### config.mk
export PLATFORM = sky130hd
export DESIGN_NAME = cdc_hs_tx
export DESIGN_NICKNAME = d
export VERILOG_FILES = /design/src/rtl/cdc_hs_pkg.sv /design/src/rtl/sync.sv /design/src/rtl/cdc_hs_tx.sv
export SDC_FILE = /design/constraint.sdc
export NUM_CORES = 1
export LEC_CHECK = 0
export CORE_MARGIN = 1.5
export CORE_UTILIZATION = 47
export CTS_BUF_LIST = sky130_fd_sc_hd__clkbuf_2
export DETAILED_ROUTE_END_ITERATION = 12
export GPL_TIMING_DRIVEN = 0
export HOLD_SLACK_MARGIN = 0.12
export PLACE_DENSITY = 0.82
export SYNTH_ARGS = -nofsm -noshare
export SYNTH_HDL_FRONTEND = slang
export SYNTH_SLANG_ARGS = --single-unit
### constraint.sdc
create_clock -name clk -period 2.4 [get_ports clk]
set_input_delay 0.48 -clock clk [delete_from_list [all_inputs] [get_ports clk]]
set_output_delay 0.48 -clock clk [all_outputs]
set_load 0.02 [all_outputs]
### src/rtl/cdc_hs_pkg.sv
// -----------------------------------------------------------------------------
// cdc_hs_pkg
//   Shared types and helpers for the four-phase req/ack CDC sender.
//   - hs_state_e : handshake sequencer states
//   - cnt_width  : bit width of the wait-state timeout counter
// -----------------------------------------------------------------------------
package cdc_hs_pkg;

  // IDLE : waiting for a source word
  // REQ  : o_req high, waiting for the synchronized ack to rise
  // REL  : o_req low, waiting for the synchronized ack to fall
  typedef enum logic [1:0] {
    IDLE = 2'd0,
    REQ  = 2'd1,
    REL  = 2'd2
  } hs_state_e;

  // Width needed to hold 0..timeout. A disabled timeout (0) still gets a
  // one-bit counter so the register never collapses to zero width.
  function automatic int unsigned cnt_width(input int unsigned timeout);
    if (timeout == 0) begin
      return 1;
    end
    return $clog2(timeout + 1);
  endfunction

endpackage

### src/rtl/sync.sv
// -----------------------------------------------------------------------------
// sync
//   N-stage single-bit synchronizer for an asynchronous level.
//   Ports:
//     clk   - destination clock
//     rst_n - asynchronous active-low reset, clears every stage
//     d     - asynchronous input level
//     q     - synchronized level, NSYNC edges after d changes
// -----------------------------------------------------------------------------
module sync #(
  parameter int unsigned NSYNC = 2
) (
  input  logic clk,
  input  logic rst_n,
  input  logic d,
  output logic q
);

  logic [NSYNC-1:0] ff_q;
  logic [NSYNC-1:0] ff_d;

  // Shift the input in at bit 0; the oldest sample sits at the top.
  always_comb begin
    ff_d = {ff_q[NSYNC-2:0], d};
  end

  always_ff @(posedge clk or negedge rst_n) begin
    if (!rst_n) begin
      ff_q <= '0;
    end else begin
      ff_q <= ff_d;
    end
  end

  assign q = ff_q[NSYNC-1];

endmodule

### src/rtl/cdc_hs_tx.sv
// -----------------------------------------------------------------------------
// cdc_hs_tx
//   Sender side of a four-phase req/ack multi-bit clock-domain crossing.
//   A word accepted on the valid/ready port is held on o_data while o_req
//   is raised; the destination's asynchronous ack is synchronized locally
//   and the req/ack sequence (req up, ack up, req down, ack down) is run to
//   completion before the next word is taken.
//   Ports:
//     clk, rst       - clock, asynchronous active-high reset
//     i_valid/i_data - source word offer
//     o_ready        - a word can be taken this cycle
//     o_req          - registered request to the destination domain
//     o_data         - captured word, changes only on acceptance
//     i_ack          - asynchronous acknowledge from the destination
//     o_done         - one-cycle pulse when a handshake completes
//     o_timeout      - one-cycle pulse when a wait reaches TIMEOUT cycles
//     o_err          - sticky timeout flag, cleared by i_err_clr
// -----------------------------------------------------------------------------
module cdc_hs_tx
  import cdc_hs_pkg::*;
#(
  parameter int unsigned WIDTH   = 32,
  parameter int unsigned NSYNC   = 2,
  parameter int unsigned TIMEOUT = 1024
) (
  input  logic             clk,
  input  logic             rst,
  input  logic             i_valid,
  input  logic [WIDTH-1:0] i_data,
  output logic             o_ready,
  output logic             o_req,
  output logic [WIDTH-1:0] o_data,
  input  logic             i_ack,
  output logic             o_done,
  output logic             o_timeout,
  output logic             o_err,
  input  logic             i_err_clr
);

  localparam int unsigned CNT_W = cnt_width(TIMEOUT);
  localparam bit          TO_EN = (TIMEOUT != 0);
  localparam logic [CNT_W-1:0] TO_MAX  = CNT_W'(TIMEOUT);
  localparam logic [CNT_W-1:0] TO_LAST = CNT_W'((TIMEOUT == 0) ? 0 : TIMEOUT - 1);

  hs_state_e        state_q, state_d;
  logic             req_q, req_d;
  logic [WIDTH-1:0] data_q, data_d;
  logic             done_q, done_d;
  logic             timeout_q, timeout_d;
  logic             err_q, err_d;
  logic [CNT_W-1:0] cnt_q, cnt_d;

  logic             ack_s;
  logic             rst_n;
  logic             ready;

  // ---------------------------------------------------------------------------
  // Acknowledge synchronizer
  // ---------------------------------------------------------------------------
  assign rst_n = ~rst;

  sync #(
    .NSYNC(NSYNC)
  ) u_ack_sync (
    .clk  (clk),
    .rst_n(rst_n),
    .d    (i_ack),
    .q    (ack_s)
  );

  // A stale ack still high (e.g. after a sender-only reset mid-transfer)
  // must drain before a new request may start.
  assign ready = (state_q == IDLE) && !ack_s;

  // ---------------------------------------------------------------------------
  // Next-state logic
  // ---------------------------------------------------------------------------
  always_comb begin
    state_d   = state_q;
    req_d     = req_q;
    data_d    = data_q;
    cnt_d     = cnt_q;
    done_d    = 1'b0;
    timeout_d = 1'b0;

    unique case (state_q)
      IDLE: begin
        if (i_valid && ready) begin
          data_d  = i_data;
          req_d   = 1'b1;
          cnt_d   = '0;
          state_d = REQ;
        end
      end

      REQ: begin
        if (ack_s) begin
          req_d   = 1'b0;
          cnt_d   = '0;
          state_d = REL;
        end else if (TO_EN && (cnt_q != TO_MAX)) begin
          // Counter saturates at TIMEOUT, so the pulse fires only once
          // per wait even if the destination never answers.
          cnt_d     = cnt_q + 1'b1;
          timeout_d = (cnt_q == TO_LAST);
        end
      end

      REL: begin
        if (!ack_s) begin
          done_d  = 1'b1;
          state_d = IDLE;
        end else if (TO_EN && (cnt_q != TO_MAX)) begin
          cnt_d     = cnt_q + 1'b1;
          timeout_d = (cnt_q == TO_LAST);
        end
      end

      default: begin
        req_d   = 1'b0;
        state_d = IDLE;
      end
    endcase

    // Set dominates a simultaneous clear.
    err_d = timeout_d | (err_q & ~i_err_clr);
  end

  // ---------------------------------------------------------------------------
  // State and output registers
  // ---------------------------------------------------------------------------
  always_ff @(posedge clk or posedge rst) begin
    if (rst) begin
      state_q   <= IDLE;
      req_q     <= 1'b0;
      data_q    <= '0;
      done_q    <= 1'b0;
      timeout_q <= 1'b0;
      err_q     <= 1'b0;
      cnt_q     <= '0;
    end else begin
      state_q   <= state_d;
      req_q     <= req_d;
      data_q    <= data_d;
      done_q    <= done_d;
      timeout_q <= timeout_d;
      err_q     <= err_d;
      cnt_q     <= cnt_d;
    end
  end

  assign o_ready   = ready;
  assign o_req     = req_q;
  assign o_data    = data_q;
  assign o_done    = done_q;
  assign o_timeout = timeout_q;
  assign o_err     = err_q;

endmodule
==> results.py, run 1 <==
metrics = {
    "global_route": {
        "grt_pass1_vias": 1613,
        "grt_pass1_wl_mm": 7.40,
        "grt_usage_pct": 18.3,
        "grt_max_degree": 37,
        "antenna_found_initial": 0,
        "grt_overflow": 0,
    },
    "floorplan": {
        "die_w_um": 71.9,
        "rows": 24,
        "die_h_um": 71.9,
        "core_um2": 4470,
        "dieArea_um2": 5170,
        "start_util_pct": 49.9,
        "ioPinCount": 74,
    },
    "placed_design": {
        "dp_hpwl_mm": 3.23,
        "port-buffer-count": 73,
        "dp_cells": 300,
        "gp_congestion": 0.823,
        "dp_slack_ns": 0.0713,
    },
    "detailed_routing": {
        "routed-via-count": 1656,
        "drtIter0Drc": 49,
        "dr.pass1.iters": 4,
        "ant_nets": 0,
        "drcViolationCount": 0,
        "routed_via_density": 5.38,
        "routedWlPerCell_um": 14.5,
        "wirelength_mm": 4.46,
    },
    "clocking": {
        "numCtsBuffers": 5,
        "cts_setup_buffers": 0,
        "h-tree-depth": 2,
        "clk_pin_slew_ns": 0.26,
        "clk_path_buf_depth": 2,
        "cts.sinks": 51,
        "clk_latency_ns": 0.44,
        "cts_tree": "done",
        "root_buffer": "clkbuf_2",
        "hold_buffers": 0,
    },
    "setup_path": {
        "worstPathRequired_ns": 1.92,
        "path_max_fanout": 7,
        "cp-end-kind": "output pin",
        "cp-start-kind": "register",
        "worstPathArrival_ns": 1.79,
        "critical_path_class": "reg -> out",
    },
    "synthesis": {
        "synthDistinctLibCells": 37,
        "synth_edf_count": 0,
        "synth_flop_cell": "dfrtp_1",
        "ys_warn_count": 0,
        "synthCells": 174,
        "synth_top_family_by_area": "multiplexers",
        "synth_adder_area_share_pct": 3.93,
        "syn_area_per_cell_um2": 12.8,
        "synthArstFlopShare_pct": 100,
        "ys_ff_latch": 51,
        "synth_area_um2": 2230,
        "ys_seq_area_share_pct": 57.2,
        "syn_nets": 218,
        "synth_simple_gate_area_share_pct": 11.6,
        "synthMuxAreaShare_pct": 16.7,
        "synthXorXnorAreaFrac_pct": 0,
        "synth_compound_area_share_pct": 8.81,
    },
    "pwr": {
        "design_power_total_w": 0.00362,
        "leakage_nw": 1.37,
        "power_density_nw_per_um2": 1150,
        "ir_drop_mv": 0.662,
    },
    "flow_run": {
        "drv_cap": 0,
    },
    "run_status": {
        "outcome": "finished clean",
    },
    "timing": {
        "hold_viol_final": 0,
        "worst_slack_ns": 0.132,
        "setup_violations": 0,
        "slew_headroom_pct": 59.6,
        "tightest_slew_ns": 0.603,
        "period_share_pct": 94.5,
        "fmax_mhz": 441,
        "finalMaxSlewViolations": 0,
        "rsz0062_at_grt": "false",
        "fin_worst_skew_ns": 0.0243,
        "layout_min_cycle_time_ns": 2.27,
    },
    "cells_and_area": {
        "fin_cells": 308,
        "area_growth_pct": 40.8,
        "n_antenna_cell": 0,
        "drive_gt1_share_pct": 18.8,
        "fill_cells": 335,
        "nets": 299,
    },
    "worst_hold_path": {
        "hp-class": "in -> async",
    },
}
==> layout by cell type (no fill, tap or decap), types with 2 or more instances in the layout <==
cell type        instances
nor2b_1                  4
mux2_2                  33
dfrtp_1                 51
and2b_1                  2
a21oi_1                  5
bufinv_16                2
o31ai_1                  3
or4_1                    3
ha_1                     6
nor2_1                   4
a22o_1                   2
o21ai_0                  8
a21o_1                   2
and3_1                   3
clkdlybuf4s50_1         72
nand4_1                  2
buf_2                    3
nor4bb_1                 2
nand2_1                 10
nand3_1                  6
clkbuf_2                 5
inv_1                    5
==> cells in the mapped netlist (2+ instances only) <==
cell | count | area [um2]
dfrtp_1 | 51 | 1280
mux2_2 | 33 | 372
nand2_1 | 10 | 37.5
o21ai_0 | 8 | 40.0
ha_1 | 7 | 87.6
inv_1 | 6 | 22.5
nand3_1 | 6 | 30.0
a21oi_1 | 5 | 25.0
nor2_1 | 4 | 15.0
nor2b_1 | 4 | 25.0
and3_1 | 3 | 18.8
buf_2 | 3 | 15.0
o31ai_1 | 3 | 22.5
or4_1 | 3 | 22.5
a21o_1 | 2 | 15.0
a22o_1 | 2 | 17.5
and2b_1 | 2 | 15.0
nand4_1 | 2 | 12.5
nor4bb_1 | 2 | 20.0
==> power breakdown <==
group	internal (W)	switching (W)
logic	0.000911	0.000843
registers	0.00116	0.000157
clock network	0.000279	0.000270
total	0.00235	0.00127
==> final timing paths <==
path | startpoint | endpoint | slack, ns | cells past startpoint
worst max-delay path | state_q[1] | o_ready | 0.13 | 4
worst min-delay path | rst | o_data[14] | 0.30 | 2
worst max register to register | state_q[0] | cnt_q[9] | 0.24 | 6
worst min register to register | u_ack_sync.ff_q[0] | u_ack_sync.ff_q[1] | 0.42 | 0
max in group asynchronous | rst | o_data[1] | 1.61 | 3
min in group clk | u_ack_sync.ff_q[0] | u_ack_sync.ff_q[1] | 0.42 | 0
==> layer usage <==
| metal | track usage, % | share of wire, % | vias up | routed length [um] |
|---|---|---|---|---|
| met5 | 0 | 0 | - | 0 |
| met4 | 6.92 | 1.3 | 0 | 60 |
| met3 | 4.03 | 7.1 | 7 | 315 |
| met2 | 29.9 | 46 | 70 | 2070 |
| met1 | 24.2 | 45 | 781 | 2010 |
| li1 | - | - | 798 | - |
==> metrics by stage <==
step | setup TNS, ns | util [%] | instance area, um2 | hold slack (ns)
floorplan | 0 | - | 2230 | 0.331
global placement | -14.05 | 67.6 | 3030 | 0.335
detailed placement | 0 | 68.1 | 3050 | 0.350
CTS | 0 | 70.2 | 3140 | 0.281
global route | 0 | 70.2 | 3140 | 0.275
finish | 0 | 70.2 | 3140 | 0.295
==> cells by family after synthesis <==
group	count (synthesis)
flops	51
simple gates	44
mux	33
fa+ha+maj	7
compound gates	29
buf+inv	10
==> sequential cells by signal (all words and copies together), names as in the netlist <==
| register | cells |
|---|---|
| o_done | 1 |
| cnt_q | 11 |
| u_ack_sync.ff_q | 2 |
| o_data | 32 |
| o_timeout | 1 |
| state_q | 2 |
| o_err | 1 |
| o_req | 1 |
==> final cells by class <==
cell class	instances	area, um2	share of cell area, %
Buffer	4	18.8	0.598
Clock buffer	5	25.0	0.797
Clock inverter	3	67.6	2.15
Inverter	6	22.5	0.717
Multi-Input combinational cell	113	916	29.2
Sequential cell	51	1280	40.6
Tap cell	52	65.1	2.07
Timing Repair Buffer	74	749	23.9
==> timing repair <==
item                                   CTS  global route
gates resized for setup                  2             0
setup endpoints to repair                1             0
endpoints found under the hold margin    0             0
==> worst max-delay path, stage by stage, from the launching register on <==
cell and delay (ns):
dfrtp_1 0.47, inv_1 0.12, ha_2 0.26, and2b_1 0.16
dlygate4sd2_1 0.33
Note: power is estimated with default switching activity, not from simulation.
==> run 2, diff against run 1 <==
- ABC_CLOCK_PERIOD_IN_PS: unset -> 2400
- CORE_UTILIZATION: 47 -> 45
- PLACE_DENSITY: 0.82 -> 0.79
==> run 2 against run 1 <==
- via count is 1.5% lower
- first-iteration DRC count is 14% lower
- critical path depth stayed put
- die area is 4.3% higher
- clock power is 22% lower
- flip-flop and latch count stayed put
- largest cell class unchanged
==> results.py, run 2 (synthesis results as in run 1) <==
metrics = {
    "detailed_routing": {
        "wirelength_mm": 4.52,
        "drcViolationCount": 0,
        "routed-via-count": 1631,
        "drtIter0Drc": 42,
        "routedWlPerCell_um": 14.0,
        "dr.pass1.iters": 4,
        "routed_via_density": 5.07,
        "ant_nets": 0,
    },
    "run_status": {
        "outcome": "finished clean",
    },
    "clocking": {
        "clk_latency_ns": 0.41,
        "cts.sinks": 51,
        "hold_buffers": 0,
        "h-tree-depth": 2,
        "clk_pin_slew_ns": 0.24,
        "clk_path_buf_depth": 2,
        "root_buffer": "clkbuf_2",
        "cts_tree": "done",
        "numCtsBuffers": 5,
    },
    "worst_hold_path": {
        "hp-class": "in -> async",
    },
    "setup_path": {
        "setup.worst_path.start": "state_q[1]",
        "reg2reg_from": "state_q[0]",
        "cp-start-kind": "register",
        "critical_path_class": "reg -> out",
        "reg2reg_to": "cnt_q[9]",
        "slowest_stage": "dfrtp_1",
        "crit_chain": "inv_1, ha_2, and2b_1, dlygate4sd2_1",
        "critPathCapture": "o_ready",
        "max_stage_delay_ns": 0.46,
        "worstPathRequired_ns": 1.92,
        "path_max_fanout": 7,
        "cp-end-kind": "output pin",
        "reg2reg_slack_ns": 0.28,
        "worstPathArrival_ns": 1.73,
        "r2r_cells": 6,
    },
    "floorplan": {
        "dieArea_um2": 5390,
        "die_h_um": 73.4,
        "die_w_um": 73.4,
        "start_util_pct": 46.9,
        "rows": 25,
        "core_um2": 4750,
        "ioPinCount": 74,
    },
    "pwr": {
        "switching_power_w": 0.00125,
        "intPower_w": 0.00225,
        "power_density_nw_per_um2": 1120,
        "combPwrFrac_pct": 50.1,
        "power_frac_seq_pct": 37.6,
        "swShare_pct": 35.6,
        "ir_drop_mv": 0.502,
        "leakage_nw": 1.36,
        "p_clk_share_pct": 12.2,
        "design_power_total_w": 0.00350,
    },
    "global_route": {
        "grt_pass1_wl_mm": 7.08,
        "grt_max_degree": 33,
        "antenna_found_initial": 0,
        "grt_usage_pct": 17.3,
        "grt_overflow": 0,
        "grt_pass1_vias": 1534,
    },
    "timing": {
        "worst_slack_ns": 0.191,
        "fin_worst_skew_ns": 0.0135,
        "setup_violations": 0,
        "tightest_slew_ns": 0.535,
        "slew_headroom_pct": 64.1,
        "hold_viol_final": 0,
        "period_share_pct": 92.1,
        "finalMaxSlewViolations": 0,
        "rsz0062_at_grt": "false",
        "layout_min_cycle_time_ns": 2.21,
        "fmax_mhz": 453,
    },
    "cells_and_area": {
        "largest_reg_flops": 32,
        "fill_cells": 377,
        "n_antenna_cell": 0,
        "seq_area_um2": 1280,
        "drive_gt1_share_pct": 18.4,
        "area_growth_pct": 40.2,
        "final_cell_area_um2": 3130,
        "mostFrequentLayoutCells": "clkdlybuf4s50_1 (72), dfrtp_1 (51), mux2_2 (33)",
        "multi_input_area_um2": 916,
        "layout_commonest_cell": "clkdlybuf4s50_1",
        "final_core_util_pct": 65.8,
        "nets": 299,
    },
    "placed_design": {
        "placed_cell_area_um2": 3070,
        "gp_congestion": 0.815,
        "port-buffer-count": 73,
        "dp_slack_ns": 0.138,
        "dp_hpwl_mm": 3.44,
    },
    "flow_run": {
        "drv_cap": 0,
    },
}
## run 2: power by group through the flow
stage / Combinational (W) / Clock (W) / Sequential, W
after floorplan: 0.000621 / 0 / 0.00169
after global placement: 0.00174 / 0 / 0.00132
after detailed placement: 0.00176 / 0 / 0.00134
after CTS: 0.00176 / 0.000447 / 0.00132
after global routing: 0.00188 / 0.000474 / 0.00136
final: 0.00175 / 0.000427 / 0.00132
## run 2: critical path: cells and delay by family (launching register included)
| family | cells | cell delay (ns) |
|---|---|---|
| flops | 1 | 0.46 |
| fa+ha+maj | 1 | 0.25 |
| simple gates | 1 | 0.15 |
| buf+inv | 2 | 0.48 |
## run 2: worst min-delay path by stage
stage | slack [ns] | cells past startpoint | endpoint | start
finish | 0.37 | 2 | o_data[12] | rst
global route | 0.37 | 2 | o_data[12] | rst
CTS | 0.37 | 2 | o_data[12] | rst
detailed placement | 0.34 | 0 | u_ack_sync.ff_q[1] | u_ack_sync.ff_q[0]
global placement | 0.34 | 0 | u_ack_sync.ff_q[1] | u_ack_sync.ff_q[0]
floorplan | 0.33 | 0 | u_ack_sync.ff_q[1] | u_ack_sync.ff_q[0]
## run 2: cell type report
cell class                      instances  share of cell area, %
Buffer                                  4                  0.600
Clock buffer                            6                  0.960
Clock inverter                          1                  0.960
Inverter                                6                  0.720
Multi-Input combinational cell        113                   29.3
Sequential cell                        51                   40.8
Tap cell                               67                   2.68
Timing Repair Buffer                   74                   24.0
## run 2: stage by stage
step                TNS, ns  instances  hold WS [ns]
floorplan                 0        174         0.331
global placement     -15.07        314         0.336
CTS                       0        322         0.368
finish                    0        322         0.372
detailed placement        0        315         0.336
global route              0        322         0.372
## run 2: repair_timing
item / CTS / global route
endpoints found under the setup margin: 1 / 1
buffers inserted: 0 / 0
gates resized for setup: 1 / 1
hold endpoints to repair: 0 / 0
gates cloned: 0 / 0
## run 2: per-layer routing
| layer | part of all wire, % | up-vias | wire (um) | GRT usage (%) |
|---|---|---|---|---|
| met2 | 51 | 44 | 2290 | 29.7 |
| li1 | - | 798 | - | - |
| met5 | 0 | - | 0 | 0 |
| met1 | 42 | 782 | 1900 | 20.8 |
| met4 | 2.0 | 0 | 91 | 6.58 |
| met3 | 5.3 | 7 | 238 | 4.66 |
